<file path="src/rtl/duck_pkg.sv">
// Shared state encoding, VGA frame constants and bit-search helper for the
// light-gun hit sequencer.
package duck_pkg;

   localparam int H_TOTAL = 800;
   localparam int V_TOTAL = 525;

   localparam logic [2:0] ST_IDLE    = 3'd0;
   localparam logic [2:0] ST_ARM     = 3'd1;
   localparam logic [2:0] ST_BLACK   = 3'd2;
   localparam logic [2:0] ST_FLASH   = 3'd3;
   localparam logic [2:0] ST_RESOLVE = 3'd4;
   localparam logic [2:0] ST_RELEASE = 3'd5;

   typedef enum logic [2:0] {
      S_IDLE    = ST_IDLE,
      S_ARM     = ST_ARM,
      S_BLACK   = ST_BLACK,
      S_FLASH   = ST_FLASH,
      S_RESOLVE = ST_RESOLVE,
      S_RELEASE = ST_RELEASE
   } state_e;

   // Returns {found, index} of the lowest set bit of mask at or above start.
   function automatic logic [3:0] find_set_from(input logic [7:0] mask, input logic [3:0] start);
      logic [3:0] res;
      res = 4'd0;
      for (int i = 7; i >= 0; i--) begin
         if (mask[i] && (4'(i) >= start)) begin
            res = {1'b1, 3'(i)};
         end
      end
      return res;
   endfunction

endpackage

</file>
<file path="src/rtl/input_debounce.sv">
// Two-flop synchroniser followed by an optional stable-count filter; with
// DEBOUNCE_CYCLES == 0 the output is the bare synchronised input.
module input_debounce #(
   parameter int DEBOUNCE_CYCLES = 4
) (
   input  logic clk,
   input  logic reset,
   input  logic din,
   output logic db_o
);

   logic meta_q;
   logic sync_q;

   always_ff @(posedge clk) begin
      if (!reset) begin
         meta_q <= 1'b0;
         sync_q <= 1'b0;
      end else begin
         meta_q <= din;
         sync_q <= meta_q;
      end
   end

   generate
      if (DEBOUNCE_CYCLES == 0) begin : g_bypass
         assign db_o = sync_q;
      end else begin : g_filter
         localparam int CW = $clog2(DEBOUNCE_CYCLES + 1);
         localparam logic [CW-1:0] LAST = CW'(DEBOUNCE_CYCLES - 1);

         logic [CW-1:0] cnt_q, cnt_d;
         logic          db_q, db_d;

         // Accept a new level only after it has differed for the full window.
         always_comb begin
            cnt_d = cnt_q;
            db_d  = db_q;
            if (sync_q != db_q) begin
               if (cnt_q == LAST) begin
                  db_d  = sync_q;
                  cnt_d = '0;
               end else begin
                  cnt_d = cnt_q + CW'(1);
               end
            end else begin
               cnt_d = '0;
            end
         end

         always_ff @(posedge clk) begin
            if (!reset) begin
               cnt_q <= '0;
               db_q  <= 1'b0;
            end else begin
               cnt_q <= cnt_d;
               db_q  <= db_d;
            end
         end

         assign db_o = db_q;
      end
   endgenerate

endmodule

</file>
<file path="src/rtl/gun_hit_sequencer.sv">
// Light-gun hit resolver: on a debounced press it flashes one black frame and
// then one frame per live target, counting photodiode activity to build a hit mask.
module gun_hit_sequencer
   import duck_pkg::*;
#(
   parameter int  NUM_TARGETS     = 2,
   parameter int  DEBOUNCE_CYCLES = 250000,
   parameter int  DETECT_MIN      = 64,
   parameter int  CNT_W           = 12,
   localparam int IDX_W           = (NUM_TARGETS > 1) ? $clog2(NUM_TARGETS) : 1
) (
   input  logic                   clk,
   input  logic                   reset,
   input  logic                   trigger,
   input  logic                   detect,
   input  logic                   frame_start,
   input  logic [NUM_TARGETS-1:0] target_live,
   output logic                   flash_black,
   output logic                   flash_valid,
   output logic [IDX_W-1:0]       flash_idx,
   output logic                   hit_valid,
   output logic [NUM_TARGETS-1:0] hit_mask,
   output logic                   miss,
   output logic                   busy,
   output logic                   debug
);

   localparam logic [CNT_W-1:0] DET_MIN_C = CNT_W'(DETECT_MIN);

   logic trig_db_s;
   logic det_s;
   logic press_s;
   logic cnt_hit_s;
   logic [7:0] live_pad_s;
   logic [3:0] first_s;
   logic [3:0] nxt_s;

   state_e                 state_q, state_d;
   logic [NUM_TARGETS-1:0] live_q, live_d;
   logic [IDX_W-1:0]       idx_q, idx_d;
   logic [CNT_W-1:0]       cnt_q, cnt_d;
   logic [NUM_TARGETS-1:0] mask_next_q, mask_next_d;
   logic                   trig_prev_q;

   logic                   flash_black_q, flash_black_d;
   logic                   flash_valid_q, flash_valid_d;
   logic [IDX_W-1:0]       flash_idx_q, flash_idx_d;
   logic                   hit_valid_q, hit_valid_d;
   logic [NUM_TARGETS-1:0] hit_mask_q, hit_mask_d;
   logic                   miss_q, miss_d;
   logic                   busy_q, busy_d;

   input_debounce #(.DEBOUNCE_CYCLES(DEBOUNCE_CYCLES)) u_trig_db (
      .clk   (clk),
      .reset (reset),
      .din   (trigger),
      .db_o  (trig_db_s)
   );

   input_debounce #(.DEBOUNCE_CYCLES(0)) u_det_sync (
      .clk   (clk),
      .reset (reset),
      .din   (detect),
      .db_o  (det_s)
   );

   assign press_s   = trig_db_s & ~trig_prev_q;
   assign cnt_hit_s = (cnt_q >= DET_MIN_C);
   assign first_s   = find_set_from(live_pad_s, 4'd0);
   assign nxt_s     = find_set_from(live_pad_s, 4'(idx_q) + 4'd1);

   always_comb begin
      live_pad_s = 8'd0;
      live_pad_s[NUM_TARGETS-1:0] = live_q;
   end

   // Per-frame photodiode counter; a frame boundary clears it before any increment.
   always_comb begin
      if (frame_start) begin
         cnt_d = '0;
      end else if ((state_q == S_BLACK || state_q == S_FLASH) && det_s && (cnt_q != '1)) begin
         cnt_d = cnt_q + CNT_W'(1);
      end else begin
         cnt_d = cnt_q;
      end
   end

   always_comb begin
      state_d     = state_q;
      live_d      = live_q;
      idx_d       = idx_q;
      mask_next_d = mask_next_q;
      case (state_q)
         S_IDLE: begin
            if (press_s) begin
               live_d      = target_live;
               idx_d       = '0;
               mask_next_d = '0;
               if (target_live == '0) begin
                  state_d = S_RESOLVE;
               end else begin
                  state_d = S_ARM;
               end
            end else begin
               state_d = S_IDLE;
            end
         end
         S_ARM: begin
            if (frame_start) begin
               state_d = S_BLACK;
            end else begin
               state_d = S_ARM;
            end
         end
         S_BLACK: begin
            // Light during the black frame means the gun sees a lamp, not a target.
            if (frame_start) begin
               if (cnt_hit_s || !first_s[3]) begin
                  state_d = S_RESOLVE;
               end else begin
                  idx_d   = IDX_W'(first_s[2:0]);
                  state_d = S_FLASH;
               end
            end else begin
               state_d = S_BLACK;
            end
         end
         S_FLASH: begin
            if (frame_start) begin
               mask_next_d[idx_q] = cnt_hit_s;
               if (nxt_s[3]) begin
                  idx_d   = IDX_W'(nxt_s[2:0]);
                  state_d = S_FLASH;
               end else begin
                  state_d = S_RESOLVE;
               end
            end else begin
               state_d = S_FLASH;
            end
         end
         S_RESOLVE: begin
            state_d = S_RELEASE;
         end
         S_RELEASE: begin
            if (!trig_db_s) begin
               state_d = S_IDLE;
            end else begin
               state_d = S_RELEASE;
            end
         end
         default: begin
            state_d = S_IDLE;
         end
      endcase
   end

   // Outputs are registered from the next state so they align with state_q.
   always_comb begin
      flash_black_d = (state_d == S_BLACK);
      flash_valid_d = (state_d == S_FLASH);
      busy_d        = (state_d != S_IDLE);
      hit_valid_d   = (state_d == S_RESOLVE);
      if (state_d == S_FLASH) begin
         flash_idx_d = idx_d;
      end else begin
         flash_idx_d = '0;
      end
      if (state_d == S_RESOLVE) begin
         hit_mask_d = mask_next_d;
         miss_d     = (mask_next_d == '0);
      end else begin
         hit_mask_d = hit_mask_q;
         miss_d     = 1'b0;
      end
   end

   always_ff @(posedge clk) begin
      if (!reset) begin
         state_q       <= S_IDLE;
         live_q        <= '0;
         idx_q         <= '0;
         cnt_q         <= '0;
         mask_next_q   <= '0;
         trig_prev_q   <= 1'b0;
         flash_black_q <= 1'b0;
         flash_valid_q <= 1'b0;
         flash_idx_q   <= '0;
         hit_valid_q   <= 1'b0;
         hit_mask_q    <= '0;
         miss_q        <= 1'b0;
         busy_q        <= 1'b0;
      end else begin
         state_q       <= state_d;
         live_q        <= live_d;
         idx_q         <= idx_d;
         cnt_q         <= cnt_d;
         mask_next_q   <= mask_next_d;
         trig_prev_q   <= trig_db_s;
         flash_black_q <= flash_black_d;
         flash_valid_q <= flash_valid_d;
         flash_idx_q   <= flash_idx_d;
         hit_valid_q   <= hit_valid_d;
         hit_mask_q    <= hit_mask_d;
         miss_q        <= miss_d;
         busy_q        <= busy_d;
      end
   end

   assign flash_black = flash_black_q;
   assign flash_valid = flash_valid_q;
   assign flash_idx   = flash_idx_q;
   assign hit_valid   = hit_valid_q;
   assign hit_mask    = hit_mask_q;
   assign miss        = miss_q;
   assign busy        = busy_q;
   assign debug       = det_s;

endmodule

</file>
<file path="config.mk">
export PLATFORM = sky130hd
export DESIGN_NAME = gun_hit_sequencer
export DESIGN_NICKNAME = d
export VERILOG_FILES = /design/src/rtl/duck_pkg.sv /design/src/rtl/input_debounce.sv /design/src/rtl/gun_hit_sequencer.sv
export SDC_FILE = /design/constraint.sdc
export NUM_CORES = 1
export LEC_CHECK = 0
export CAP_MARGIN = 40
export CORE_MARGIN = 2
export CORE_UTILIZATION = 36
export DETAILED_ROUTE_END_ITERATION = 7
export HOLD_SLACK_MARGIN = 0.03
export PLACE_DENSITY_LB_ADDON = 0.25
export SLEW_MARGIN = 20
export SYNTH_ARGS = -nofsm -noshare
export SYNTH_HDL_FRONTEND = slang
export SYNTH_HIERARCHICAL = 1
export SYNTH_SLANG_ARGS = --single-unit
</file>
<file path="constraint.sdc">
create_clock -name clk -period 2.6 [get_ports clk]
set_input_delay 0.52 -clock clk [delete_from_list [all_inputs] [get_ports clk]]
set_output_delay 0.52 -clock clk [all_outputs]
set_load 0.05 [all_outputs]
</file>
* Word level (Yosys, flattened, before mapping) *
Cells that the tools add are included.

storage, ports and cells
  word-level logic and storage cells = 85
  output and inout port bits = 9
  ROM bits = 0
  bits in registers = 52
  memory bits (writable) = 0
  latch bits = 0
  memories = 0

cells by class
  reduce and logical (&&, ||, !) cells = 18
  equal/unequal tests = 11
  $add $sub $neg = 3
  div/mod/pow operators = 0
  multiply operators = 0
  magnitude comparators = 5
  bitwise operators = 4
  multiplexer cells = 25
  shift operators = 0

operators by type and width
  kind                                                                     count
  3-bit 2-to-1 mux                                                         7
  18-bit by 1-bit adder with 18-bit output (second input constant)         1
  18-bit equality test (second input constant)                             1
  3-bit one-hot mux with 6 select lines                                    1
  4-bit 2-to-1 mux                                                         4
  12-bit by 1-bit adder with 12-bit output (second input constant)         1
  3-bit by 2-bit equality test with 1-bit output (second input constant)   4
  12-bit by 7-bit >= comparator with 1-bit output (second input constant)  1
  12-bit inequality test (second input constant)                           1
  3-bit equality test (second input constant)                              3
  2-bit AND reduction                                                      4
  1-bit 2-to-1 mux                                                         6
  2-bit 2-to-1 mux                                                         3
  1-bit logical AND                                                        5
  1-bit by 2-bit >= comparator with 1-bit output (first input constant)    2
  2-bit logical NOT                                                        2
  2-bit one-hot mux with 2 select lines                                    1
  3-bit by 1-bit equality test with 1-bit output (second input constant)   1
  3-bit logical NOT                                                        1
  1-bit inverter                                                           3
  1-bit one-hot mux with 3 select lines                                    1
  3-bit nonzero test                                                       1
  3-bit OR reduction                                                       1
  1-bit by 1-bit adder with 2-bit output (second input constant)           1
  other kinds (9)                                                          10

* Depth between registers and ports, before layout *
Gate-level depths: netlist of the first run.

  depth after elaboration = 10
  gate-level depth with buffers = 6

* By module *
The synthesis of the first run kept the hierarchy.

modules (own cells, without submodules)
  module                       area each (µm²)  instances  cells each
  gun_hit_sequencer            1441.4           1          168
  input_debounce (u_trig_db)   934.6            1          103
  input_debounce (u_det_sync)  52.6             1          4

* Least setup slack after synthesis of the first run *
No wires, ideal clock.

  path kind = flip-flop to flip-flop
  start point = register u_trig_db.g_filter.db_q (netlist: u_trig_db/db_o)
  end point = register hit_mask_q[1] (netlist: hit_mask[1])
  arrival = 1.887 ns
  stages on the path, launching flop included = 6
  path slack = 0.592 ns
  setup time = 0.121 ns
  path through = dfxtp_1 > or4b_4 > or2_4 > o311a_1 > nand3b_4 > mux2_4

between the ends
  longest elaborated chain between the ends = 4

ends and longest elaborated chain
  element                                RTL line                  text
  start: declaration                     input_debounce.sv:33      logic db_q, db_d;
  start signal: assignment               input_debounce.sv:54      db_q <= 1'b0;
  start signal: assignment               input_debounce.sv:57      db_q <= db_d;
  1-bit AND                              gun_hit_sequencer.sv:67   assign press_s = trig_db_s & ~trig_prev_q;
  3-bit 2-to-1 mux                       gun_hit_sequencer.sv:95   if (press_s) begin
  3-bit one-hot mux with 6 select lines  gun_hit_sequencer.sv:93   case (state_q)
  3-bit equality test                    gun_hit_sequencer.sv:168  if (state_d == S_RESOLVE) begin
  end signal: assignment                 gun_hit_sequencer.sv:203  hit_mask_q <= hit_mask_d;
  end: declaration                       gun_hit_sequencer.sv:49   logic [NUM_TARGETS-1:0] hit_mask_q, hit_mask_d;

Several ways; a longest one is shown, not always the timed one.
A chain may end at the register's enable or synchronous reset.

* Worst setup path after layout of the first run *
  start point = register state_q[0]
  end point = register hit_mask_q[1] (netlist: hit_mask[1])

between the ends
  longest elaborated chain between the ends = 3

ends and longest elaborated chain
  element                                            RTL line                  text
  start: declaration                                 gun_hit_sequencer.sv:38   state_e state_q, state_d;
  start signal: assignment                           gun_hit_sequencer.sv:193  state_q <= state_d;
  3-bit equality test, or another cell as far along  gun_hit_sequencer.sv:93
  3-bit one-hot mux with 6 select lines              gun_hit_sequencer.sv:93
  3-bit equality test                                gun_hit_sequencer.sv:168

Several ways; a longest one is shown, not always the timed one.

==> impl_summary.log, run 1 <==
INFO  metric firstDrtPassIters = 4
INFO  metric first_global_vias = 1787
INFO  metric syn_nets = 285
INFO  metric vias = roughly 1900
INFO  metric final-max-slew-violation-count = 0
INFO  metric yosys_warnings = 6
INFO  metric irDropWorstVdd = 0.185 mV
INFO  metric setup_viol = 0
INFO  metric fin_util = 0.432
INFO  metric synth-edff-count = 0
INFO  metric route.detailed.wl_per_inst = 12.1 um
INFO  metric grt_setup_unrepaired = no
INFO  metric async_reset_ff_frac = 0
INFO  metric ys_seq_elements = 52
INFO  metric worst_setup_path_start_kind = flop
INFO  metric worst_ep_required_time = 2.81 ns
INFO  metric antennaDiodeCount = 0
INFO  metric dpl.cell_count = between 300 and 400
INFO  metric first_iter_violations = 81
INFO  metric worst_clock_skew = 0.0115 ns
INFO  metric io_pins = 16
INFO  metric io_buffer_count = 15
INFO  metric power.static_leakage = 0.891 nW
INFO  metric core-area = 6420 sq um
INFO  metric detail_route.wirelength = 4520 um
INFO  metric final_sum_of_negative_setup_slack = 0 ns
INFO  metric die_area = 7420 sq um
INFO  metric most_common_cell_after_layout_fill_and_taps_aside = dfxtp_1
INFO  metric final_area = around 2800 sq um
INFO  metric vias_per_cell = 5.22
INFO  metric fill_cells = 673
INFO  metric final_cell_mix = dfxtp_1, nor2_1, xnor2_1, nand2_1, clkdlybuf4s50_1
INFO  metric multiInputGateArea = 1300 sq um
INFO  metric initial_utilization = 0.378
INFO  metric number_of_antenna_violations_at_the_first_check_in_global_routing = 0
INFO  metric synth_area_leader_cell = dfxtp_1
INFO  metric grt_usage = 0.134
INFO  metric max_slew.worst_pin.slew = approximately 0.74 ns
INFO  metric timing.slew.headroom = 0.504
INFO  metric timing.critical_path.to_type = flop
INFO  metric layout_worst_path_cycle_share = 0.840
INFO  metric clk_root_buffer_cell = clkbuf_8
INFO  metric max_cap_violations = 0
INFO  metric synth_largest_type_area_fraction = 0.429
INFO  metric synth.lib_cells_used.distinct = 52
INFO  metric dpl_cell_area = 2680 sq um
INFO  metric final.min_clock_period = ~2.2 ns
INFO  metric ant_nets = 0
INFO  metric tritoncts.num_buffers = 5
INFO  metric die_y = 86.1 um
INFO  metric crit_type = flop to flop
INFO  metric horizontal_die_dimension = 86.1 um
INFO  metric grt_pass1_wl = 8130 um
INFO  metric placementRows = 29
INFO  metric cts_post_setup_buffers_inserted = 0
INFO  metric clkTransAtPathRegs = 0.10 ns
INFO  metric overflow = 0
INFO  metric final-seq-area = 1040 sq um
INFO  metric synth.area.top_cells = dfxtp_1, xnor2_1, nor2_1
INFO  metric layout_setup_ws = 0.415 ns
INFO  metric tritoncts = done
INFO  metric share_of_final_layout_standard_cells_stronger_than_drive_strength_1 = 0.0847
INFO  metric worst-path-max-fanout = 11
INFO  metric cts_htree_levels = 2
INFO  metric drcViolationCount = 0
INFO  metric run_status = complete, no violations
INFO  metric min-delay-path-class = flop to flop
INFO  metric grt_start_max_net_pins = 19
INFO  metric final-instance-count-excl-fill = 372
INFO  metric synthesized_instance_count = 275
INFO  metric post_cts_hold_buffer_count = 0
INFO  metric dp_hpwl = 3240 um
INFO  metric finish.net_count = 304
INFO  metric pre_cts_ws = ~0.2 ns
INFO  metric synth_sequential_area_ratio = 0.429
INFO  metric cts_num_sinks = between 50 and 60
INFO  metric globalplace.congestion = 0.874
INFO  metric post_cts_resized = 0
INFO  metric clkLatencyLatePin = 0.31 ns
INFO  metric max_freq = 0.458 GHz
INFO  metric worst-endpoint-arrival = 2.39 ns
INFO  metric clock_path_buffers = 2
INFO  metric area_delta_synth_final = 14.2%
INFO  metric commonest_register_cell_after_synthesis = dfxtp_1
INFO  metric timing_hold_violations_final = 0
INFO  metric p_per_area = 472 nW/um^2
INFO  metric mappedNetlistArea = 2430 sq um
INFO  metric post_synth.cell_area_avg = 8.83 sq um
final cells by class:
type | count | share of cell area
clock inverter | 3 | 0.00903
tap | 77 | 0.0347
timing repair buffer | 20 | 0.0677
sequential | 52 | 0.375
multi-input combinational | 200 | 0.468
clock buffer | 5 | 0.0248
inverter | 15 | 0.0203
per-layer routing:
layer	wire, um	up-vias	part of all wire	GRT usage
met2	2070	33	0.46	0.216
met4	52	0	0.012	0.0375
met5	0	-	0	0
li1	-	1002	-	-
met1	2250	899	0.50	0.180
met3	147	6	0.033	0.0289
final timing paths:
check,start,endpoint,slack (ns),cells past startpoint
worst max-delay path,state_q[0]$_SDFF_PN0_,hit_mask[1]$_SDFFE_PN0N_,0.42,5
worst min-delay path,u_det_sync/meta_q$_SDFF_PN0_,u_det_sync/db_o$_SDFF_PN0_,0.44,1
worst max register to register,state_q[0]$_SDFF_PN0_,hit_mask[1]$_SDFFE_PN0N_,0.42,5
worst min register to register,u_det_sync/meta_q$_SDFF_PN0_,u_det_sync/db_o$_SDFF_PN0_,0.44,1
worst max-delay path: stages (launching register included):
cell and delay, ns:
dfxtp_1 0.41, or4b_4 0.57, or2_4 0.26, o311a_1 0.33, nand3b_4 0.20, mux2_4 0.31
Yosys cell counts (3+ instances only):
cell type / n
nand2_1: 19
xnor2_1: 24
nor4b_1: 3
o21ai_0: 3
a31oi_1: 5
clkbuf_1: 7
dfxtp_1: 52
nand2b_1: 4
nor4_1: 9
nand3_1: 10
nand4_1: 7
nor2_1: 37
inv_1: 14
ha_1: 3
and3_1: 4
a21oi_1: 9
nor3_1: 9
and2_1: 10
nor3b_1: 4
sequential cells by signal, indices dropped and copies added, names as in the netlist, 2 cells and up:
register,count
hit_mask,2
live_q,2
mask_next_q,2
u_trig_db/g_filter.cnt_q,18
cnt_q,12
state_q,3
cell families after synthesis:
logic type / synth area share
AO/OA/AOI/OAI: 0.0969
XOR/XNOR: 0.0938
adder cells (fa/ha/maj): 0.0155
buffers and inverters: 0.0371
flip-flops: 0.429
multiplexers: 0.0103
AND/OR/NAND/NOR: 0.318
through the flow:
step | power [mW] | hold slack [ns]
final | 1.31 | 0.437
after global routing | 1.36 | 0.461
after CTS | 1.33 | 0.452
after detailed placement | 0.854 | 0.422
after global placement | 0.853 | 0.418
after floorplan | 0.834 | 0.412
power breakdown:
| part | switching, mW | internal [mW] | total, mW |
|---|---|---|---|
| logic | 0.0191 | 0.0142 | 0.0334 |
| registers | 0.00192 | 0.799 | 0.801 |
| clock network | 0.276 | 0.197 | 0.473 |
No activity file was read; power rests on OpenSTA's default activity.
==> run 2, diff against run 1 <==
==> constraint.sdc (replaced) <==
create_clock -name clk -period 1.9 [get_ports clk]
set_input_delay 0.38 -clock clk [delete_from_list [all_inputs] [get_ports clk]]
set_output_delay 0.38 -clock clk [all_outputs]
set_load 0.05 [all_outputs]
==> run 2 against run 1 <==
The run now ends with negative setup slack left; clock-buffer cell count did not move; combinational power is 62% higher; first-iteration DRC count rose by 2.5%; clock skew about the same.
==> impl_summary.log, run 2 (synthesis gave the netlist of run 1 again) <==
INFO  metric core-area = 6420 sq um
INFO  metric final.min_clock_period = 1.99 ns
INFO  metric clkLatencyLatePin = 0.31 ns
INFO  metric vias = 2013
INFO  metric antennaDiodeCount = 0
INFO  metric largest_register_ffs = 18
INFO  metric grt_pass1_wl = 8610 um
INFO  metric clk_root_buffer_cell = clkbuf_8
INFO  metric timing.slew.headroom = 0.617
INFO  metric violations = negative setup slack
INFO  metric grt_start_max_net_pins = 19
INFO  metric run_status = complete, but fails checks
INFO  metric max_freq = around 0.5 GHz
INFO  metric detail_route.wirelength = 4970 um
INFO  metric clkTransAtPathRegs = 0.10 ns
INFO  metric cts_htree_levels = 2
INFO  metric irDropWorstVdd = 0.327 mV
INFO  metric vias_per_cell = 5.08
INFO  metric first_iter_violations = 83
INFO  metric tritoncts = done
INFO  metric regMostFlops = u_trig_db/g_filter.cnt_q
INFO  metric tritoncts.num_buffers = 5
INFO  metric route.detailed.wl_per_inst = 12.6 um
INFO  metric min-delay-path-class = flop to flop
INFO  metric layout_setup_ws = -0.0939 ns
INFO  metric ant_nets = 0
INFO  metric number_of_antenna_violations_at_the_first_check_in_global_routing = 0
INFO  metric drcViolationCount = 0
INFO  metric p_per_area = 600 nW/um^2
INFO  metric horizontal_die_dimension = 86.1 um
INFO  metric max_slew.worst_pin.slew = approximately 0.56 ns
INFO  metric p_total = approximately 1.8 mW
INFO  metric final_sum_of_negative_setup_slack = -0.211 ns
INFO  metric worst-path-max-fanout = 3
INFO  metric reg.largest.list = u_trig_db/g_filter.cnt_q (18), cnt_q (12), state_q (3)
INFO  metric clock_path_buffers = 2
INFO  metric timing.critical_path.to_type = flop
INFO  metric grt_usage = 0.144
INFO  metric finish.net_count = about 330
INFO  metric grt_setup_unrepaired = yes
INFO  metric worst_ep_required_time = between 2 and 2.5 ns
INFO  metric placementRows = 29
INFO  metric die_y = 86.1 um
INFO  metric first_global_vias = a little under 2000
INFO  metric crit_type = flop to flop
INFO  metric timing.hold.ws = approximately 0.43 ns
INFO  metric worst_setup_path_start_kind = flop
INFO  metric cts_num_sinks = 52
INFO  metric fill_cells = 602
INFO  metric share_of_final_layout_standard_cells_stronger_than_drive_strength_1 = 0.176
INFO  metric layout_worst_path_cycle_share = 1.05
INFO  metric area_delta_synth_final = 23.9%
INFO  metric io_pins = 16
INFO  metric globalplace.congestion = about 0.82
INFO  metric dp_hpwl = 3550 um
INFO  metric setup_viol = 3
INFO  metric timing_hold_violations_final = 0
INFO  metric initial_utilization = 0.378
INFO  metric final_cell_mix = dfxtp_1, nor2_1, buf_4, xnor2_1, nand2_1
INFO  metric firstDrtPassIters = 4
INFO  metric power.static_leakage = 1.03 nW
INFO  metric final-max-slew-violation-count = 0
INFO  metric io_buffer_count = 15
INFO  metric worst-endpoint-arrival = 2.22 ns
INFO  metric die_area = 7420 sq um
INFO  metric max_cap_violations = 0
INFO  metric worst_clock_skew = ~0.011 ns
INFO  metric overflow = 0
INFO  metric most_common_cell_after_layout_fill_and_taps_aside = dfxtp_1
[run 2: final timing paths]
kind,startpoint,to,slack [ns],depth (start not counted)
min,u_det_sync/meta_q$_SDFF_PN0_,u_det_sync/db_o$_SDFF_PN0_,0.43,1
min reg2reg,u_det_sync/meta_q$_SDFF_PN0_,u_det_sync/db_o$_SDFF_PN0_,0.43,1
max reg2reg,state_q[1]$_SDFF_PN0_,miss$_SDFF_PN0_,-0.09,6
max,state_q[1]$_SDFF_PN0_,miss$_SDFF_PN0_,-0.09,6
[run 2: timing repair]
action / in CTS / in global routing
hold buffers: 0 / 0
buffers inserted: 1 / 0
resized for setup: 5 / 4
endpoints found under the setup margin: 5 / 7
pin swaps: 1 / 0
[run 2: layout make-up]
| class | count | area (sq um) | share of cell area |
|---|---|---|---|
| timing repair buffer | 44 | 382 | 0.127 |
| multi-input combinational | 200 | 1340 | 0.444 |
| clock buffer | 5 | 68.8 | 0.0229 |
| sequential | 52 | 1040 | 0.347 |
| clock inverter | 3 | 25.0 | 0.00832 |
| inverter | 15 | 56.3 | 0.0187 |
| tap | 77 | 96.3 | 0.0320 |
[run 2: where the power goes]
part	total (mW)	leakage, nW	switching, mW	internal, mW
combinational	0.0541	0.564	0.0288	0.0253
clock	0.655	0.0452	0.386	0.269
sequential	1.10	0.421	0.00255	1.09
[run 2: layer usage]
layer	routed length, um	share of wire	GRT usage
met1	2510	0.50	0.190
met2	2260	0.45	0.230
met3	105	0.021	0.0318
met4	102	0.021	0.0563
met5	0	0	0
[run 2: stage by stage]
step,worst slack (ns),std cells,utilization,area (sq um)
global placement,-0.0939,387,0.446,2860
detailed placement,-0.125,387,0.446,2860
global route,-0.185,396,0.468,3010
floorplan,-0.0908,275,-,2430
finish,-0.0939,396,0.468,3010
CTS,-0.108,396,0.465,2980
[run 2: worst max-delay path, stage by stage, from the launching register on]
cell and delay (ns):
dfxtp_2 0.33, or4b_4 0.53, or2_4 0.26, o311a_4 0.31, nand3b_4 0.17, buf_6 0.13, nor4b_4 0.19
==> RTL change 1, RTL diff (config.mk and constraints of run 1) <==
`DEBOUNCE_CYCLES`: 250000 -> 1000000.
--- a/src/rtl/gun_hit_sequencer.sv
+++ b/src/rtl/gun_hit_sequencer.sv
@@ -6,3 +6,3 @@
    parameter int  NUM_TARGETS     = 2,
-   parameter int  DEBOUNCE_CYCLES = 250000,
+   parameter int  DEBOUNCE_CYCLES = 1000000,
    parameter int  DETECT_MIN      = 64,
Behaviour: same outputs for any inputs over 10 cycles, from zero or initial values and one cycle with reset low; that may be too few to reach the edited logic, so the function may still have changed.
==> RTL change 1 against run 1 <==
- power is 9.2% higher
- sequential power grew 3.7%
- routed wire length rose by 5.6%
- sequential cell count up 2
- count of clock-buffer cells in the layout rose by 1
- synthesized area up 2.6%
- worst hold slack gained 4.0 ps
- worst setup slack worse by 0.97 ps
- cell area up 3.1%
- non-clock buffer count unchanged
==> RTL change 1: results (changes against run 1) <==
[outcome] run status complete, no violations
[worst_hold_path] HP Class register to register
[layout] number of nets at the end of the flow 313 [+3.0%]
[clocking] Gates resized, CTS repair 0 [unchanged]
[grt] via count of the first global-routing pass 1821 [+1.9%]
[grt] global-route wire length before repair 8.22 mm [+1.1%]
[power] worst-case vdd ir drop 0.201 mV [+8.9%]
[placed_design] placed inst area 2750 um^2 [+2.6%]
[clocking] H-tree Lvls 2 [unchanged]
[grt] pin count of the biggest net entering global routing 20 [+1]
[grt] Tot GR Track Use 13.4% [+0.052 points]
[clocking] clock transition time at the flip-flop clock pins of the worst setup and hold paths 100 ps [about the same]
[route] drt first-iter violations 58 [-28%]
[synth] Synth Net Count 294 [+3.2%]
[clocking] Inserted Clock Buffers 5 [unchanged]
[route] post-DR wirelength/cell 12.4 um [+2.3%]
[layout] count of inserted antenna diode cells 0 [unchanged]
[route] via-per-instance ratio 5.22 [+0.12%]
[layout] final-layout fill cell count 668 [-0.74%]
[setup_path] Critical Path End Type register
[synth] Yosys warnings 6 [unchanged]
[synth] number of distinct standard cells referenced by the synthesized netlist 53 [+1.9%]
[grt] number of antenna violations at the first check in global routing 0 [unchanged]
[route] number of detailed-routing iterations run before antenna repair 4 [unchanged]
[setup_path] critical path fanouts, max 11 [unchanged]
[timing] worst clock skew 10.3 ps [-1.27 ps]
[placed_design] number of placed cells counting well taps 376 [+3.3%]
[power] Static Leakage 0.927 nW [+4.1%]
[placed_design] total of buffers placed on input and output ports 15 [unchanged]
[synth] Mean Syn Cell Area 8.78 um^2 [-0.62%]
[setup_path] critical path arrival 2390 ps [about the same]
[synth] top cells by instance count after synthesis sky130_fd_sc_hd__dfxtp_1, sky130_fd_sc_hd__nor2_1, sky130_fd_sc_hd__nand2_1
[synth] cell types occupying the most area after synthesis sky130_fd_sc_hd__dfxtp_1, sky130_fd_sc_hd__xnor2_1, sky130_fd_sc_hd__nor2_1, sky130_fd_sc_hd__nand2_1, sky130_fd_sc_hd__a21oi_1
[layout] share of final-layout standard cells stronger than drive strength 1 7.57% [-0.91 points]
[clocking] buffers from clock root to sink, at most 2 [unchanged]
[placed_design] Placer Congestion 0.805 [-7.8%]
[clocking] insertion delay of the later-clocked pin in the worst-skew pair 300 ps
[synth] share of synthesized flip-flops with an asynchronous set or reset 0% [unchanged]
[placed_design] worst slack after detailed placement 362 ps [+157 ps]
[clocking] setup repair bufs after CTS 0 [unchanged]
[synth] sequential element share of the synthesized area 43.4% [+0.51 points]
[timing] pin slew with the least headroom to its limit 816 ps [+73.3 ps]
[clocking] cell at the root of the clock tree sky130_fd_sc_hd__clkbuf_8
[layout] top flop regs u_trig_db/g_filter.cnt_q: 20 flops, cnt_q: 12 flops, state_q: 3 flops
[synth] most frequently used flop master after synthesis sky130_fd_sc_hd__dfxtp_1
[route] routed vias 2005 [+3.4%]
[placed_design] dpl hpwl 3.37 mm [+3.9%]
[RTL change 1: routing by layer]
| metal | wire length [um] | track usage [%] |
|---|---|---|
| met3 | 153 | 3.60 |
| met5 | 0 | 0 |
| met1 | 2410 | 17.8 |
| met4 | 91 | 4.62 |
| met2 | 2120 | 21.2 |
[RTL change 1: power by group]
group / leakage [nW] / switching [mW] / internal (mW)
Combinational: 0.440 / 0.0197 / 0.0153
Sequential: 0.436 / 0.00176 / 0.830
Clock: 0.0514 / 0.273 / 0.288
[RTL change 1: kinds of logic after synthesis]
family                     count (synthesis)  share of synthesized area (%)
AOI/OAI and AO/OA                         46                           12.1
and+or+nand+nor                          134                           30.8
adders and majority gates                  3                           1.51
DFF                                       54                           43.4
xor gates and xnor gates                  22                           7.73
buffers and inverters                     23                           3.51
muxes                                      2                           1.00
[RTL change 1: final timing paths]
kind / startpoint / to / slack [ps] / cells after the start
max: state_q[0] / hit_mask[1] / 410 / 5
min: u_trig_db/meta_q / u_trig_db/sync_q / 440 / 1
max reg2reg: state_q[0] / hit_mask[1] / 410 / 5
min reg2reg: u_trig_db/meta_q / u_trig_db/sync_q / 440 / 1
[RTL change 1: critical path, stage by stage, from the launching register on]
cell                       delay [ps]
sky130_fd_sc_hd__dfxtp_1          410
sky130_fd_sc_hd__or4b_4           580
sky130_fd_sc_hd__or2_4            270
sky130_fd_sc_hd__o311a_1          320
sky130_fd_sc_hd__nand3b_4         200
sky130_fd_sc_hd__mux2_4           300
[RTL change 1: final cells by class]
| type | count | area (um^2) | share of cell area (%) |
|---|---|---|---|
| Sequential cell | 54 | 1080 | 37.8 |
| Timing Repair Buffer | 20 | 188 | 6.56 |
| Clock buffer | 6 | 72.6 | 2.54 |
| Clock inverter | 2 | 37.5 | 1.31 |
| Multi-Input combinational cell | 207 | 1320 | 46.3 |
| Tap cell | 80 | 100 | 3.50 |
| Inverter | 15 | 56.3 | 1.97 |
==> RTL change 2, RTL diff (flow settings as in run 1) <==
Without the edit above. Register the output `debug`, cleared by the reset; this adds one clock of latency there. The other outputs are not delayed to match.
--- a/src/rtl/gun_hit_sequencer.sv
+++ b/src/rtl/gun_hit_sequencer.sv
@@ -215,3 +215,9 @@
    assign busy        = busy_q;
-   assign debug       = det_s;
+   always_ff @(posedge clk) begin
+      if (!reset) begin
+         debug <= '0;
+      end else begin
+         debug <= det_s;
+      end
+   end
 
Check against the original RTL: not equivalent (a bounded check fails within 4 cycles, from zero or initial values and one cycle with reset low).
==> RTL change 2 against run 1 <==
- cell area rose by 1.9%
- count of clock-buffer cells in the layout did not move
- largest cell class unchanged
- worst setup slack improved by 190 ps
- combinational power fell by 2%
- sequential cell count rose by 1
- power rose by 9.4%
- synthesized area rose by 2.2%
- sequential share of layout area barely moved
- clock power rose by 23%
- routed wire length rose by 2.4%
- die area rose by 2.1%
==> RTL change 2: results (changes against run 1) <==
[outcome] run status complete, no violations
[route] wire length on met2 2.02 mm [-2.4%]
[timing] worst clock skew 15.4 ps [+3.89 ps]
[grt] global routing met2 resource utilization 20.6% [-1.0 points]
[route] routed wire length 4.63 mm [+2.4%]
[route] post-DR wirelength/cell 12.3 um [+1.3%]
[setup_path] instance count on the critical path 1 [-4]
[setup_path] reg-to-reg slack, setup 640 ps [+220 ps]
[timing] Worst Hold Slack 444 ps [+6.76 ps]
[power] power density cells 506 nW/um^2 [+7.4%]
[clocking] H-tree Lvls 2 [unchanged]
[power] total chip power 1.43 mW [+9.4%]
[synth] Synth Net Count 288 [+1.1%]
[power] Static Leakage 0.941 nW [+5.7%]
[power] Int Power 1.12 mW [+11%]
[setup_path] stage delay of the slowest cell on the critical path 810 ps [+240 ps]
[worst_hold_path] HP Class register to register
[placed_design] dpl hpwl 3.31 mm [+1.9%]
[worst_hold_path] startpoint of the worst hold path u_trig_db/meta_q
[synth] Mean Syn Cell Area 8.92 um^2 [+1.1%]
[route] wire length on met3 89 um [-39%]
[grt] met3 routing resource usage after global routing 2.56% [-0.33 points]
[power] power consumed by combinational cells 0.0326 mW [-2%]
[power] power of the sequential group 0.817 mW [+2%]
[setup_path] worst setup path endpoint flash_black
[route] routed vias 1928 [-0.62%]
[setup_path] startpoint of the most critical setup path flash_black
[setup_path] slowest stage cell, crit path sky130_fd_sc_hd__clkdlybuf4s50_1
[worst_hold_path] hold endpoint u_trig_db/sync_q
[layout] final-layout fill cell count 664 [-1.3%]
[grt] via count of the first global-routing pass 1782 [-0.28%]
[placed_design] placed inst area 2710 um^2 [+1.2%]
[synth] top cells by instance count after synthesis sky130_fd_sc_hd__dfxtp_1, sky130_fd_sc_hd__nor2_1, sky130_fd_sc_hd__nand3_1, sky130_fd_sc_hd__xnor2_1, sky130_fd_sc_hd__nand2_1
[placed_design] number of placed cells counting well taps 368 [+1.1%]
[synth] sequential element share of the synthesized area 42.8% [-0.10 points]
[timing] min cycle time layout 1990 ps [-194 ps]
[timing] pin slew with the least headroom to its limit 729 ps [-13.8 ps]
[route] DRT met1 WL 2.46 mm [+9.6%]
[setup_path] critical path fanouts, max 1 [-10]
[grt] global-route wire length before repair 8.27 mm [+1.7%]
[synth] cell types occupying the most area after synthesis sky130_fd_sc_hd__dfxtp_1, sky130_fd_sc_hd__xnor2_1, sky130_fd_sc_hd__nor2_1, sky130_fd_sc_hd__nand3_1, sky130_fd_sc_hd__and2_1
[power] worst-case vdd ir drop 0.284 mV [+54%]
[route] drt first-iter violations 45 [-44%]
[layout] number of nets at the end of the flow 305 [+0.33%]
[placed_design] Placer Congestion 0.795 [-9.0%]
[setup_path] RR Startpoint state_q[1]
[grt] Tot GR Track Use 13.3% [-0.035 points]
[grt] GR met1 Demand/Resource 18.7% [+0.74 points]
[setup_path] critical path arrival 1470 ps [-920 ps]
[placed_design] worst slack after detailed placement 410 ps [+206 ps]
[setup_path] endpoint of the worst-slack reg-to-reg timing path miss
[RTL change 2: cell types whose count changed after synthesis, moves of 4 or more]
cell and delta:
sky130_fd_sc_hd__a31oi_1 -5, sky130_fd_sc_hd__xnor2_1 -6, sky130_fd_sc_hd__nand3_1 +8, sky130_fd_sc_hd__nor2b_1 +5
sky130_fd_sc_hd__o21ai_0 +4, sky130_fd_sc_hd__xor2_1 +6
[RTL change 2: final cells by class]
type	instances	share of cell area (%)
clock buffer	5	2.43
clock inverter	3	1.68
inverter	13	1.73
multi-input combinational	204	47.0
sequential	53	37.5
tap	80	3.54
timing repair buffer	18	6.11
[RTL change 2: logic make-up (layout without fill, tap and decap cells)]
group | Yosys count | count (layout) | synth area share [%]
adders and majority gates | 3 | 3 | 1.51
DFF | 53 | 53 | 42.8
xor gates and xnor gates | 26 | 26 | 9.18
buffers and inverters | 21 | 39 | 3.73
AOI/OAI and AO/OA | 34 | 34 | 10.5
and+or+nand+nor | 139 | 139 | 31.5
muxes | 2 | 2 | 0.807
